==> src/rtl/edge_generator_pkg.sv <==
// Shared types and helpers for the edge generator and its hold counter.
package edge_gen_pkg;

    localparam int unsigned DEF_MIN_HIGH = 4;
    localparam int unsigned DEF_MIN_LOW  = 4;
    localparam int unsigned DEF_CNT_W    = 8;

    // Line level plus whether the minimum hold time is still running.
    typedef enum logic [1:0] {
        LOW_IDLE  = 2'b00,
        LOW_HOLD  = 2'b01,
        HIGH_IDLE = 2'b10,
        HIGH_HOLD = 2'b11
    } edge_gen_state_t;

    // Counter load for the level the line is moving to. The counter reaches
    // zero in the last cycle the level must be held, hence the minus one.
    function automatic int unsigned hold_load(
        input logic        level,
        input int unsigned min_high,
        input int unsigned min_low
    );
        return level ? (min_high - 1) : (min_low - 1);
    endfunction

endpackage

==> src/rtl/edge_generator_hold_counter.sv <==
// Down-counter timing the minimum hold of the current line level.
module hold_counter #(
    parameter int unsigned CNT_W = 8
) (
    input  logic             clk,
    input  logic             rst,
    input  logic             i_load,
    input  logic [CNT_W-1:0] i_load_val,
    input  logic             i_dec,
    output logic             o_zero
);

    logic [CNT_W-1:0] r_cnt;

    // Load on every edge, otherwise count down to zero and stay there.
    always_ff @(posedge clk or posedge rst) begin
        if (rst) begin
            r_cnt <= '0;
        end else if (i_load) begin
            r_cnt <= i_load_val;
        end else if (i_dec && (r_cnt != '0)) begin
            r_cnt <= r_cnt - 1'b1;
        end
    end

    assign o_zero = (r_cnt == '0);

endmodule

==> src/rtl/edge_generator.sv <==
// Edge generator: turns single-cycle rise/fall requests into edges on a
// registered line while enforcing minimum high and low hold times.
//
// state     | meaning
// LOW_IDLE  | line low, hold satisfied (also the state after reset)
// LOW_HOLD  | line low, minimum low time still counting
// HIGH_IDLE | line high, hold satisfied
// HIGH_HOLD | line high, minimum high time still counting
module edge_generator
    import edge_gen_pkg::*;
#(
    parameter int unsigned MIN_HIGH = DEF_MIN_HIGH,
    parameter int unsigned MIN_LOW  = DEF_MIN_LOW,
    parameter int unsigned CNT_W    = DEF_CNT_W
) (
    input  logic clk,
    input  logic rst,
    input  logic i_rise_req,
    input  logic i_fall_req,
    output logic o_data_out,
    output logic o_rise_done,
    output logic o_fall_done,
    output logic o_req_dropped,
    output logic o_busy
);

    edge_gen_state_t r_state;
    edge_gen_state_t w_state_nxt;

    logic r_pend;
    logic r_data_out;
    logic r_rise_done;
    logic r_fall_done;
    logic r_dropped;

    logic w_pend_nxt;
    logic w_go;
    logic w_drop;
    logic w_high;
    logic w_hold;
    logic w_hold_done;
    logic w_cnt_zero;
    logic [CNT_W-1:0] w_load_val;

    assign w_high      = (r_state == HIGH_IDLE) || (r_state == HIGH_HOLD);
    assign w_hold      = (r_state == LOW_HOLD)  || (r_state == HIGH_HOLD);
    assign w_hold_done = !w_hold || w_cnt_zero;

    // The new level is the opposite of the current one.
    assign w_load_val = CNT_W'(hold_load(!w_high, MIN_HIGH, MIN_LOW));

    hold_counter #(
        .CNT_W (CNT_W)
    ) u_hold_counter (
        .clk        (clk),
        .rst        (rst),
        .i_load     (w_go),
        .i_load_val (w_load_val),
        .i_dec      (w_hold),
        .o_zero     (w_cnt_zero)
    );

    // Request arbitration and next-state selection. A pending edge always
    // fires once the hold completes, even if a new request is dropped in the
    // same cycle.
    always_comb begin
        w_state_nxt = r_state;
        w_pend_nxt  = r_pend;
        w_go        = 1'b0;
        w_drop      = 1'b0;

        if (r_pend) begin
            w_drop = i_rise_req || i_fall_req;
            if (w_hold_done) begin
                w_go       = 1'b1;
                w_pend_nxt = 1'b0;
            end
        end else if (i_rise_req && i_fall_req) begin
            w_drop = 1'b1;
        end else if (i_rise_req) begin
            if (w_high) begin
                w_drop = 1'b1;
            end else if (w_hold_done) begin
                w_go = 1'b1;
            end else begin
                w_pend_nxt = 1'b1;
            end
        end else if (i_fall_req) begin
            if (!w_high) begin
                w_drop = 1'b1;
            end else if (w_hold_done) begin
                w_go = 1'b1;
            end else begin
                w_pend_nxt = 1'b1;
            end
        end

        if (w_go) begin
            w_state_nxt = w_high ? LOW_HOLD : HIGH_HOLD;
        end else if (w_hold && w_cnt_zero) begin
            w_state_nxt = w_high ? HIGH_IDLE : LOW_IDLE;
        end
    end

    // State, pending flag and registered outputs; reset drops any pending edge.
    always_ff @(posedge clk or posedge rst) begin
        if (rst) begin
            r_state     <= LOW_IDLE;
            r_pend      <= 1'b0;
            r_data_out  <= 1'b0;
            r_rise_done <= 1'b0;
            r_fall_done <= 1'b0;
            r_dropped   <= 1'b0;
        end else begin
            r_state     <= w_state_nxt;
            r_pend      <= w_pend_nxt;
            r_data_out  <= w_go ? !w_high : w_high;
            r_rise_done <= w_go && !w_high;
            r_fall_done <= w_go && w_high;
            r_dropped   <= w_drop;
        end
    end

    assign o_data_out    = r_data_out;
    assign o_rise_done   = r_rise_done;
    assign o_fall_done   = r_fall_done;
    assign o_req_dropped = r_dropped;
    assign o_busy        = w_hold || r_pend;

endmodule

==> config.mk <==
export PLATFORM = sky130hd
export DESIGN_NAME = edge_generator
export DESIGN_NICKNAME = d
export VERILOG_FILES = /design/src/rtl/edge_generator_pkg.sv /design/src/rtl/edge_generator_hold_counter.sv /design/src/rtl/edge_generator.sv
export SDC_FILE = /design/constraint.sdc
export NUM_CORES = 1
export LEC_CHECK = 0
export CORE_UTILIZATION = 45
export DETAILED_ROUTE_END_ITERATION = 6
export DONT_BUFFER_PORTS = 1
export HOLD_SLACK_MARGIN = 0.1
export PLACE_DENSITY = 0.6
export SYNTH_ARGS = -nofsm -noshare
export SYNTH_HDL_FRONTEND = slang
export SYNTH_SLANG_ARGS = --single-unit
==> constraint.sdc <==
create_clock -name clk -period 4.8 [get_ports clk]
set_clock_uncertainty 0.2 [all_clocks]
set_input_delay 0.96 -clock clk [delete_from_list [all_inputs] [get_ports clk]]
set_output_delay 0.96 -clock clk [all_outputs]
set_load 0.05 [all_outputs]
==> out/results.ini <==
[status]
status = completed

[setup_path]
worstSetupStartpointType = flop
cp_slowest_stage_delay_ns = 0.71
worstPathRequired_ns = 4.78
cp_cell_sequence = or4_1, o21a_2, nor2_2, ha_1, a32o_1
worstSetupPathType = reg2reg
cp_data_arrival_time_ns = 2.43
crit_slowest_cell = or4_1
crit_fanout = 8
end_kind = flop

[finish]
final_common_cell = dfrtp_1
diodes = 0
layout_common_cells = 15 x dfrtp_1, 6 x inv_1, 6 x o21ai_0
layout-drive-gt1-share_pct = 18.8
final_util_pct = 51.5
final_nets = 78
syn2layout_area_growth_pct = 3.76

[global_route]
grt_pass1_wl_mm = 2.08
grt_max_degree = 16
grt_use_total_pct = 15.9
grt-ovfl-total = 0
grt_antenna_before_repair = 0
grt_pass1_vias = 455

[clock_tree]
ctsRootBufferMaster = clkbuf_4
htree_levels = 1
cts_resized = 0
clockBufferDepth = 2
insertion_delay_ns = 0.28
clkTransAtPathRegs_ns = 0.09
cts_buffers = 3
post_cts_buffers = 0
tritoncts = built
holdBufCountCts = 0
numClockSinks = 15

[detailed_routing]
drt_pass1_iterations = 2
first_iter_violations = 6
remaining_drc_errors = 0
wl_per_cell_um = 13.5
drt_wl_total_mm = 1.15
avgViaCountPerCell = 5.54
ant_nets = 0
vias = 471

[power]
powerDensity_mw_per_mm2 = 290
p_leak_nw = 0.318
vdd_drop_max_uv = 220

[hold_path]
hold_path_class = reg2reg

[logic_synthesis]
syn_nets = 76
synth-seq-area-share_pct = 49.0
netlist_instances = 68
synth_area_per_cell_um2 = 11.3
yosysWarnings = 0
synth_cell_types = 31
netlist_area_um2 = 766
ys_ff_latch = 15

[placement]
hpwl_um = 861
gp_congestion = 0.783
portBuffers = 0

[sta]
maxSlewHeadroom_pct = 63.5
final-max-slew-violation-count = 0
setup_viol = 0
finalCritPeriodShare_pct = 51.0
rsz0062_at_grt = false
period_needed_ns = 2.45
hold_viol_final = 0
setup_tns_ns = 0
worstMarginPinSlew_ns = 0.546
max_freq_mhz = 408

[floorplanning]
ioPinCount = 9
die_y_um = 43.3
start_util_pct = 49.7
die_w_um = 43.3
rows = 14
core_mm2 = 0.00154
die_area_mm2 = 0.00187

[job]
maxCapViolations = 0

Yosys cell counts, drive strengths merged:
master / count / share of area (%)
mux2: 1 / 2.0
o2111ai: 2 / 2.3
nor4b: 1 / 1.1
a32o: 1 / 1.3
nor2b: 1 / 0.82
inv: 6 / 2.9
xor2: 1 / 1.1
nand2b: 1 / 0.82
a2bb2oi: 1 / 1.1
nor2: 6 / 3.3
nand2: 1 / 0.82
mux2i: 1 / 1.3
dfrtp: 15 / 49
or3: 1 / 0.82
o21ai: 9 / 7.4
o211ai: 5 / 5.6
clkbuf: 2 / 0.98
or2: 1 / 0.82
nor3: 1 / 0.65
o21a: 1 / 1.1
or4: 1 / 0.98
or3b: 1 / 1.1
ha: 4 / 6.5
buf: 1 / 1.5
a22oi: 1 / 0.98
a211oi: 1 / 2.6
nor3b: 1 / 0.98
critical path: cells and delay by family, from the launching register on:
kind            cells  cell delay [ns]
flops               1             0.43
fa+ha+maj           1             0.27
compound gates      2             0.54
simple gates        2             0.89
power breakdown:
group	switching, mW	internal (mW)	leakage [nW]
logic	0.00803	0.00620	0.129
clock network	0.0394	0.0309	0.0177
registers	0.0102	0.135	0.171
total	0.0577	0.173	0.318
kinds of logic after synthesis:
group	share of synthesized area [%]
AOI/OAI and AO/OA	22.4
and+or+nand+nor	12.3
DFF	49.0
buffers and inverters	5.39
adders and majority gates	6.54
muxes	3.27
xor gates and xnor gates	1.14
stage by stage:
step                power [mW]  hold WS, ns  instance area (um2)  setup WS (ns)  std cells
floorplan                0.158        0.239                  766           2.41         68
global placement         0.163        0.265                  767           2.35         81
detailed placement       0.163        0.267                  767           2.29         81
CTS                      0.235        0.279                  795           2.35         85
global route             0.244        0.326                  795           2.22         85
finish                   0.230        0.275                  795           2.35         85
flip-flops by register name, summed over array words and instances, names as in the netlist:
name / count
u_hold_counter.r_cnt: 8
r_state: 2
o_data_out: 1
o_fall_done: 1
o_req_dropped: 1
o_rise_done: 1
r_pend: 1
area by class of cell:
cell class | count | area, um2
Fill cell | 149 | 747
Tap cell | 16 | 20.0
Inverter | 6 | 22.5
Multi-Input combinational cell | 44 | 349
Clock inverter | 1 | 5.00
Sequential cell | 15 | 375
Clock buffer | 3 | 22.5
per-layer routing:
metal	track usage [%]	part of all wire [%]	vias to the layer above
met1	22.3	52	216
met4	5.45	1.7	0
met2	21.2	43	8
met3	7.66	3.8	2
li1	-	-	245
met5	0	0	-
worst paths after layout:
kind | start | slack, ns | to | depth (start not counted)
setup / recovery | u_hold_counter.r_cnt[2]$_DFFE_PP0P_ | 2.35 | r_state[1]$_DFFE_PP0P_ | 5
hold / removal | u_hold_counter.r_cnt[7]$_DFFE_PP0P_ | 0.28 | u_hold_counter.r_cnt[7]$_DFFE_PP0P_ | 1
setup reg to reg | u_hold_counter.r_cnt[2]$_DFFE_PP0P_ | 2.35 | r_state[1]$_DFFE_PP0P_ | 5
hold reg to reg | u_hold_counter.r_cnt[7]$_DFFE_PP0P_ | 0.28 | u_hold_counter.r_cnt[7]$_DFFE_PP0P_ | 1
max in group asynchronous | rst | 3.64 | u_hold_counter.r_cnt[0]$_DFFE_PP0P_ | 1
min in group asynchronous | rst | 0.40 | u_hold_counter.r_cnt[4]$_DFFE_PP0P_ | 1
(Power assumes the default switching activity.)
